===== src/rtl/sc_game_pkg.sv =====
// Shared definitions for the RoadFighter front-panel key logic.
package sc_game_pkg;

  typedef enum logic [1:0] {
    ST_IDLE         = 2'd0,
    ST_PRESS_WAIT   = 2'd1,
    ST_PRESSED      = 2'd2,
    ST_RELEASE_WAIT = 2'd3
  } key_state_t;

  localparam int DEBOUNCE_1MS_50MHZ = 50000;

endpackage


===== src/rtl/sc_sync_2ff.sv =====
// Generic two-flop synchronizer for asynchronous single-bit inputs.
module sc_sync_2ff #(
  parameter logic RST_VAL = 1'b0
) (
  input  logic clk,
  input  logic rst,
  input  logic d,
  output logic q
);

  logic sync_1;

  always_ff @(posedge clk) begin
    if (rst) begin
      sync_1 <= RST_VAL;
      q      <= RST_VAL;
    end else begin
      sync_1 <= d;
      q      <= sync_1;
    end
  end

endmodule


===== src/rtl/sc_button_pulse_gen.sv =====
// Debounces an active-low pushbutton and emits one active-high pulse per accepted press.
module sc_button_pulse_gen
  import sc_game_pkg::*;
#(
  parameter int DEBOUNCE_CYCLES = DEBOUNCE_1MS_50MHZ,
  parameter int CNT_W           = $clog2(DEBOUNCE_CYCLES)
) (
  input  logic sc_button_pulse_gen_CLOCK_50,
  input  logic sc_button_pulse_gen_RESET_InHigh,
  input  logic sc_button_pulse_gen_button_InLow,
  output logic sc_button_pulse_gen_pulse_Out,
  output logic sc_button_pulse_gen_level_Out
);

  localparam logic [CNT_W-1:0] CNT_MAX = CNT_W'(DEBOUNCE_CYCLES - 1);

  logic             clk;
  logic             rst;
  logic             sync_2;
  key_state_t       state, state_nxt;
  logic [CNT_W-1:0] cnt, cnt_nxt;
  logic             pulse, pulse_nxt;
  logic             level, level_nxt;

  assign clk = sc_button_pulse_gen_CLOCK_50;
  assign rst = sc_button_pulse_gen_RESET_InHigh;

  // Resets to released so a reset never looks like a press edge.
  sc_sync_2ff #(.RST_VAL(1'b1)) u_sync (
    .clk (clk),
    .rst (rst),
    .d   (sc_button_pulse_gen_button_InLow),
    .q   (sync_2)
  );

  always_comb begin
    state_nxt = state;
    cnt_nxt   = cnt;
    pulse_nxt = 1'b0;
    level_nxt = level;
    unique case (state)
      ST_IDLE: begin
        if (!sync_2) begin
          state_nxt = ST_PRESS_WAIT;
          cnt_nxt   = '0;
        end
      end
      ST_PRESS_WAIT: begin
        // A bounce sample wins over a terminal count on the same edge.
        if (sync_2) begin
          state_nxt = ST_IDLE;
          cnt_nxt   = '0;
        end else if (cnt == CNT_MAX) begin
          state_nxt = ST_PRESSED;
          pulse_nxt = 1'b1;
          level_nxt = 1'b1;
        end else begin
          cnt_nxt = cnt + CNT_W'(1);
        end
      end
      ST_PRESSED: begin
        if (sync_2) begin
          state_nxt = ST_RELEASE_WAIT;
          cnt_nxt   = '0;
        end
      end
      ST_RELEASE_WAIT: begin
        if (!sync_2) begin
          state_nxt = ST_PRESSED;
          cnt_nxt   = '0;
        end else if (cnt == CNT_MAX) begin
          state_nxt = ST_IDLE;
          level_nxt = 1'b0;
        end else begin
          cnt_nxt = cnt + CNT_W'(1);
        end
      end
      default: state_nxt = ST_IDLE;
    endcase
  end

  always_ff @(posedge clk) begin
    if (rst) begin
      state <= ST_IDLE;
      cnt   <= '0;
      pulse <= 1'b0;
      level <= 1'b0;
    end else begin
      state <= state_nxt;
      cnt   <= cnt_nxt;
      pulse <= pulse_nxt;
      level <= level_nxt;
    end
  end

  assign sc_button_pulse_gen_pulse_Out = pulse;
  assign sc_button_pulse_gen_level_Out = level;

endmodule

===== config.mk =====
export PLATFORM = sky130hd
export DESIGN_NAME = sc_button_pulse_gen
export DESIGN_NICKNAME = d
export VERILOG_FILES = /design/src/rtl/sc_game_pkg.sv /design/src/rtl/sc_sync_2ff.sv /design/src/rtl/sc_button_pulse_gen.sv
export SDC_FILE = /design/constraint.sdc
export NUM_CORES = 1
export LEC_CHECK = 0
export ABC_AREA = 1
export BUFFER_PORTS_ARGS = -buffer_cell sky130_fd_sc_hd__clkbuf_2
export CORE_UTILIZATION = 50
export DETAILED_ROUTE_END_ITERATION = 7
export PLACE_DENSITY_LB_ADDON = 0.1
export SYNTH_ARGS = -nofsm -noshare
export SYNTH_HDL_FRONTEND = slang
export SYNTH_SLANG_ARGS = --single-unit

===== constraint.sdc =====
create_clock -name sc_button_pulse_gen_CLOCK_50 -period 1.95 [get_ports sc_button_pulse_gen_CLOCK_50]
set_input_delay 0.0975 -clock sc_button_pulse_gen_CLOCK_50 [delete_from_list [all_inputs] [get_ports sc_button_pulse_gen_CLOCK_50]]
set_output_delay 0.0975 -clock sc_button_pulse_gen_CLOCK_50 [all_outputs]
set_load 0.01 [all_outputs]

# [Word level (Yosys, flattened, before mapping)]
# Index checks and enable logic that the tools add are counted.
[word_totals] register_bits=22 inputBits=3 out_inout_bits=2 elab_cells=45
[op_classes] add_sub_neg=1 eq_ne=12 n_mux=19 n_bitwise=1 n_reduce_logical=6
[op_table] op="16-bit two-way mux" n=5
[op_table] op="16-bit one-hot mux with 4 select lines" n=1
[op_table] op="16-bit by 1-bit adder with 16-bit output, second input constant" n=1
[op_table] op="16-bit == test, second input constant" n=1
[op_table] op="2-bit two-way mux" n=6
[op_table] op="2-bit inequality test, second input constant" n=4
[op_table] op="2-bit one-hot mux with 4 select lines" n=1
[op_table] op="1-bit two-way mux" n=5
[op_table] op="5-bit AND reduction" n=1
[op_table] op="2-bit == test, second input constant" n=2
[op_table] op="2-bit by 1-bit inequality test with 1-bit output, second input constant" n=2
[op_table] op="4-bit AND reduction" n=1
[op_table] op="3-bit by 2-bit inequality test with 1-bit output, second input constant" n=1
[op_table] op="3-bit inequality test, second input constant" n=1
[op_table] op="3-bit OR reduction" n=1
[op_table] op="2-bit by 1-bit == test with 1-bit output, second input constant" n=1
[op_table] op="2-bit zero test" n=1
[op_table] op="1-bit one-hot mux with 2 select lines" n=1
[op_table] op="2-bit AND reduction" n=1
[op_table] op="2-bit nonzero test" n=1
[op_table] op="1-bit NOT" n=1

# [Logic depth before layout (Yosys ltp)]
[logic_depth] word_depth=4 mapped_depth=9

# [By module]
# From an unflattened synthesis, not the netlist that was laid out.
[hier_totals] hier_cells=146 area_unflattened_um2=1038.5
[by_module_without_submodules] mod="sc_button_pulse_gen" instances=1 cells_each=139 area_each_um2=979.7 seq_area_each_um2=400.4
[by_module_without_submodules] mod="sc_sync_2ff" instances=1 cells_each=7 area_each_um2=58.8 seq_area_each_um2=40.0

# [Least setup slack after synthesis]
# Ideal clock, no wire load.
[synth_path] kind="register -> register" from="register cnt[0]" to="register cnt[0]" setup_ns=0.109 arrival_time_ns=1.254 required_time_ns=1.841 slack_ns=0.588 path_stages_with_launch=9 n_path_buf=0 period_less_slack_ns=1.362 path_cell_list="dfxtp_1 > ha_1 > nand3_1 > nor2_1 > nand2_1 > a21oi_1 > nor2_1 > nand2_1 > inv_1"
[synth_between] elab_chain_cells=4
[synth_rtl] element="start, declared" line="sc_button_pulse_gen.sv:21" source="logic [CNT_W-1:0] cnt, cnt_nxt;"
[synth_rtl] element="start signal, assigned" line="sc_button_pulse_gen.sv:90" source="cnt <= cnt_nxt;"
[synth_rtl] element="16-bit by 1-bit adder with 16-bit output / 16-bit == test (equally long branches)"
[synth_rtl] element="16-bit two-way mux *" line="sc_button_pulse_gen.sv:53, sc_button_pulse_gen.sv:71"
[synth_rtl] element="16-bit two-way mux, on equally long branches" line="sc_button_pulse_gen.sv:68, sc_button_pulse_gen.sv:50"
[synth_rtl] element="16-bit one-hot mux with 4 select lines *" line="sc_button_pulse_gen.sv:41" source="unique case (state)"
# Mark *: on every way between the ends. The rest lies on a longest branch, timed or not.
# A chain may end at the register's enable or synchronous reset.

# [Worst setup path after layout]
# Ends and elaborated chain as after synthesis.

==> results.json <==
{
  "drv_slew": 0,
  "vias": 1033,
  "worst_clock_skew_ns": 0.00112,
  "cts_buffer_depth": 2,
  "overflow": 0,
  "r2r_slack_ns": 0.31,
  "rows": 16,
  "rsz0062_at_grt": "false",
  "coreArea_sq_um": 2000,
  "synth_seq_area_share_pct": 40.3,
  "rr_worst_depth": 8,
  "cts_tree": "done",
  "fill_cells": 198,
  "critPathSlowestCell": "dfxtp_1",
  "syn_nets": 161,
  "initial_core_util_pct": 54.6,
  "setup.worst_path.end_class": "flop",
  "synth_warnings": 0,
  "outcome": "completed",
  "cts_resized": 0,
  "dp_hpwl_um": 1700,
  "place.gp.congestion": 0.868,
  "cts_buffers": 3,
  "synth_area_sq_um": 1090,
  "min_period_over_period_pct": 84.2,
  "syn2layout_area_growth_pct": 9.84,
  "critPathMaxFanout": 8,
  "path_cells": "ha_1 > nand3_1 > nor2_1 > nand2_1 > a21oi_1 > nor2_1 > nand2_1 > inv_1",
  "ios": 5,
  "max_freq_mhz": 609,
  "dieArea_sq_um": 2380,
  "ir_worst_vdd_mv": 0.473,
  "power_leakage_nw": 0.474,
  "layout-drive-gt1-share_pct": 12.6,
  "track_usage_pct": 20.1,
  "synth_area_per_cell_sq_um": 6.97,
  "max_stage_delay_ns": 0.41,
  "holdWs_ns": 0.0184,
  "drtAntennaViolNets": 0,
  "synth_cell_type_count": 22,
  "hold_viol_final": 0,
  "grt_pass1_wl_um": 3710,
  "clk_pin_slew_ns": 0.12,
  "setup_tns_ns": 0,
  "worstPathArrival_ns": 1.86,
  "drt-pass1-iter-count": 4,
  "grt_max_degree": 13,
  "htree_levels": 1,
  "period_needed_ns": 1.64,
  "diodes": 0,
  "max-slew-margin-rel_pct": 72.6,
  "crit_type": "flop to flop",
  "final_cell_mix": "nor2_1, nand2_1, dfxtp_1",
  "clock-sinks": 22,
  "post_cts_buffers": 0,
  "max-cap-violations": 0,
  "cp-start-kind": "flop",
  "io_buffers": 4,
  "insertion_delay_ns": 0.30,
  "whs_path_depth": 2,
  "synth_seq_cells": 22,
  "avgViaCountPerCell": 5.32,
  "power.density_nw_per_um2": 612,
  "grt_pass1_vias": 907,
  "final_common_cell": "nor2_1",
  "grt_antenna_before_repair": 0,
  "routedWlPerCell_um": 11.1,
  "remaining_drc_errors": 0,
  "root_buffer": "clkbuf_4",
  "routed_wl_um": 2150,
  "required_ns": 2.17,
  "setup_viol": 0,
  "die_width_um": 48.8,
  "fin_util_pct": 60.0,
  "hold_class": "input port to flop",
  "hold_buffers": 1,
  "final_nets": 172,
  "synthCells": 157,
  "die_h_um": 48.8,
  "worst_pin_slew_ns": 0.408,
  "drtIter0Drc": 21
}
critical path: cells and delay by family (launching register included):
kind | cells | cell delay (ns)
adders and majority gates | 1 | 0.23
DFF | 1 | 0.41
and+or+nand+nor | 5 | 0.69
buffers and inverters | 1 | 0.03
AOI/OAI and AO/OA | 1 | 0.19
report_power, final:
part           switching, W   total, W  internal [W]
sequential       0.00000205   0.000454      0.000452
clock              0.000133   0.000247      0.000114
combinational     0.0000217  0.0000337     0.0000119
total              0.000157   0.000735      0.000578
per-stage QoR:
step                cell area, sq um  cells  power [W]  setup WS (ns)
floorplan                       1090    157   0.000488          0.588
global placement                1150    189   0.000496          0.383
detailed placement              1150    189   0.000496          0.355
CTS                             1200    194   0.000742          0.328
global route                    1200    194   0.000757          0.164
finish                          1200    194   0.000735          0.308
state kept, by name (all words and copies together) (netlist names), named ones only:
| register | flops |
|---|---|
| u_sync.sync_1 | 1 |
| sc_button_pulse_gen_pulse_Out | 1 |
| state | 1 |
| u_sync.q | 1 |
| cnt | 16 |
| sc_button_pulse_gen_level_Out | 1 |
layer usage:
metal | vias up | wire [um] | GRT usage, %
li1 | 528 | - | -
met1 | 472 | 1020 | 26.9
met2 | 29 | 987 | 31.9
met3 | 4 | 118 | 3.77
met4 | 0 | 23 | 7.84
met5 | - | 0 | 0
path summary, 6_finish.rpt:
check,start,endpoint
setup reg to reg,cnt[0],cnt[0]
setup / recovery,cnt[0],cnt[0]
hold / removal,sc_button_pulse_gen_RESET_InHigh,cnt[1]
hold reg to reg,u_sync.sync_1,u_sync.q
layout make-up:
type	instances	area [sq um]	share of cell area, %
clock buffer	4	36.3	3.02
inverter	18	70.1	5.83
multi-input combinational	116	576	47.9
sequential	22	440	36.7
tap	27	33.8	2.81
timing repair buffer	7	45.0	3.75
cell usage after synthesis, drive strengths merged:
cell type | count | area, sq um
buf | 1 | 7.51
nor3b | 1 | 12.5
a211oi | 1 | 12.5
xnor2 | 1 | 16.3
xor2 | 4 | 35.0
a21oi | 5 | 25.0
ha | 1 | 12.5
or2 | 2 | 12.5
nor2 | 36 | 135
a31oi | 3 | 18.8
inv | 18 | 70.1
nand2 | 31 | 129
dfxtp | 22 | 440
o21ai | 1 | 5.00
nor3 | 6 | 35.0
nand4 | 5 | 31.3
nand3 | 19 | 95.1
cell families after synthesis:
logic type                 after synthesis  share of synthesized area (%)
AOI/OAI and AO/OA                       10                           5.61
xor gates and xnor gates                 5                           4.69
adders and majority gates                1                           1.14
buffers and inverters                   19                           7.09
DFF                                     22                           40.3
and+or+nand+nor                        100                           41.2
No activity file was read; power rests on OpenSTA's default activity.
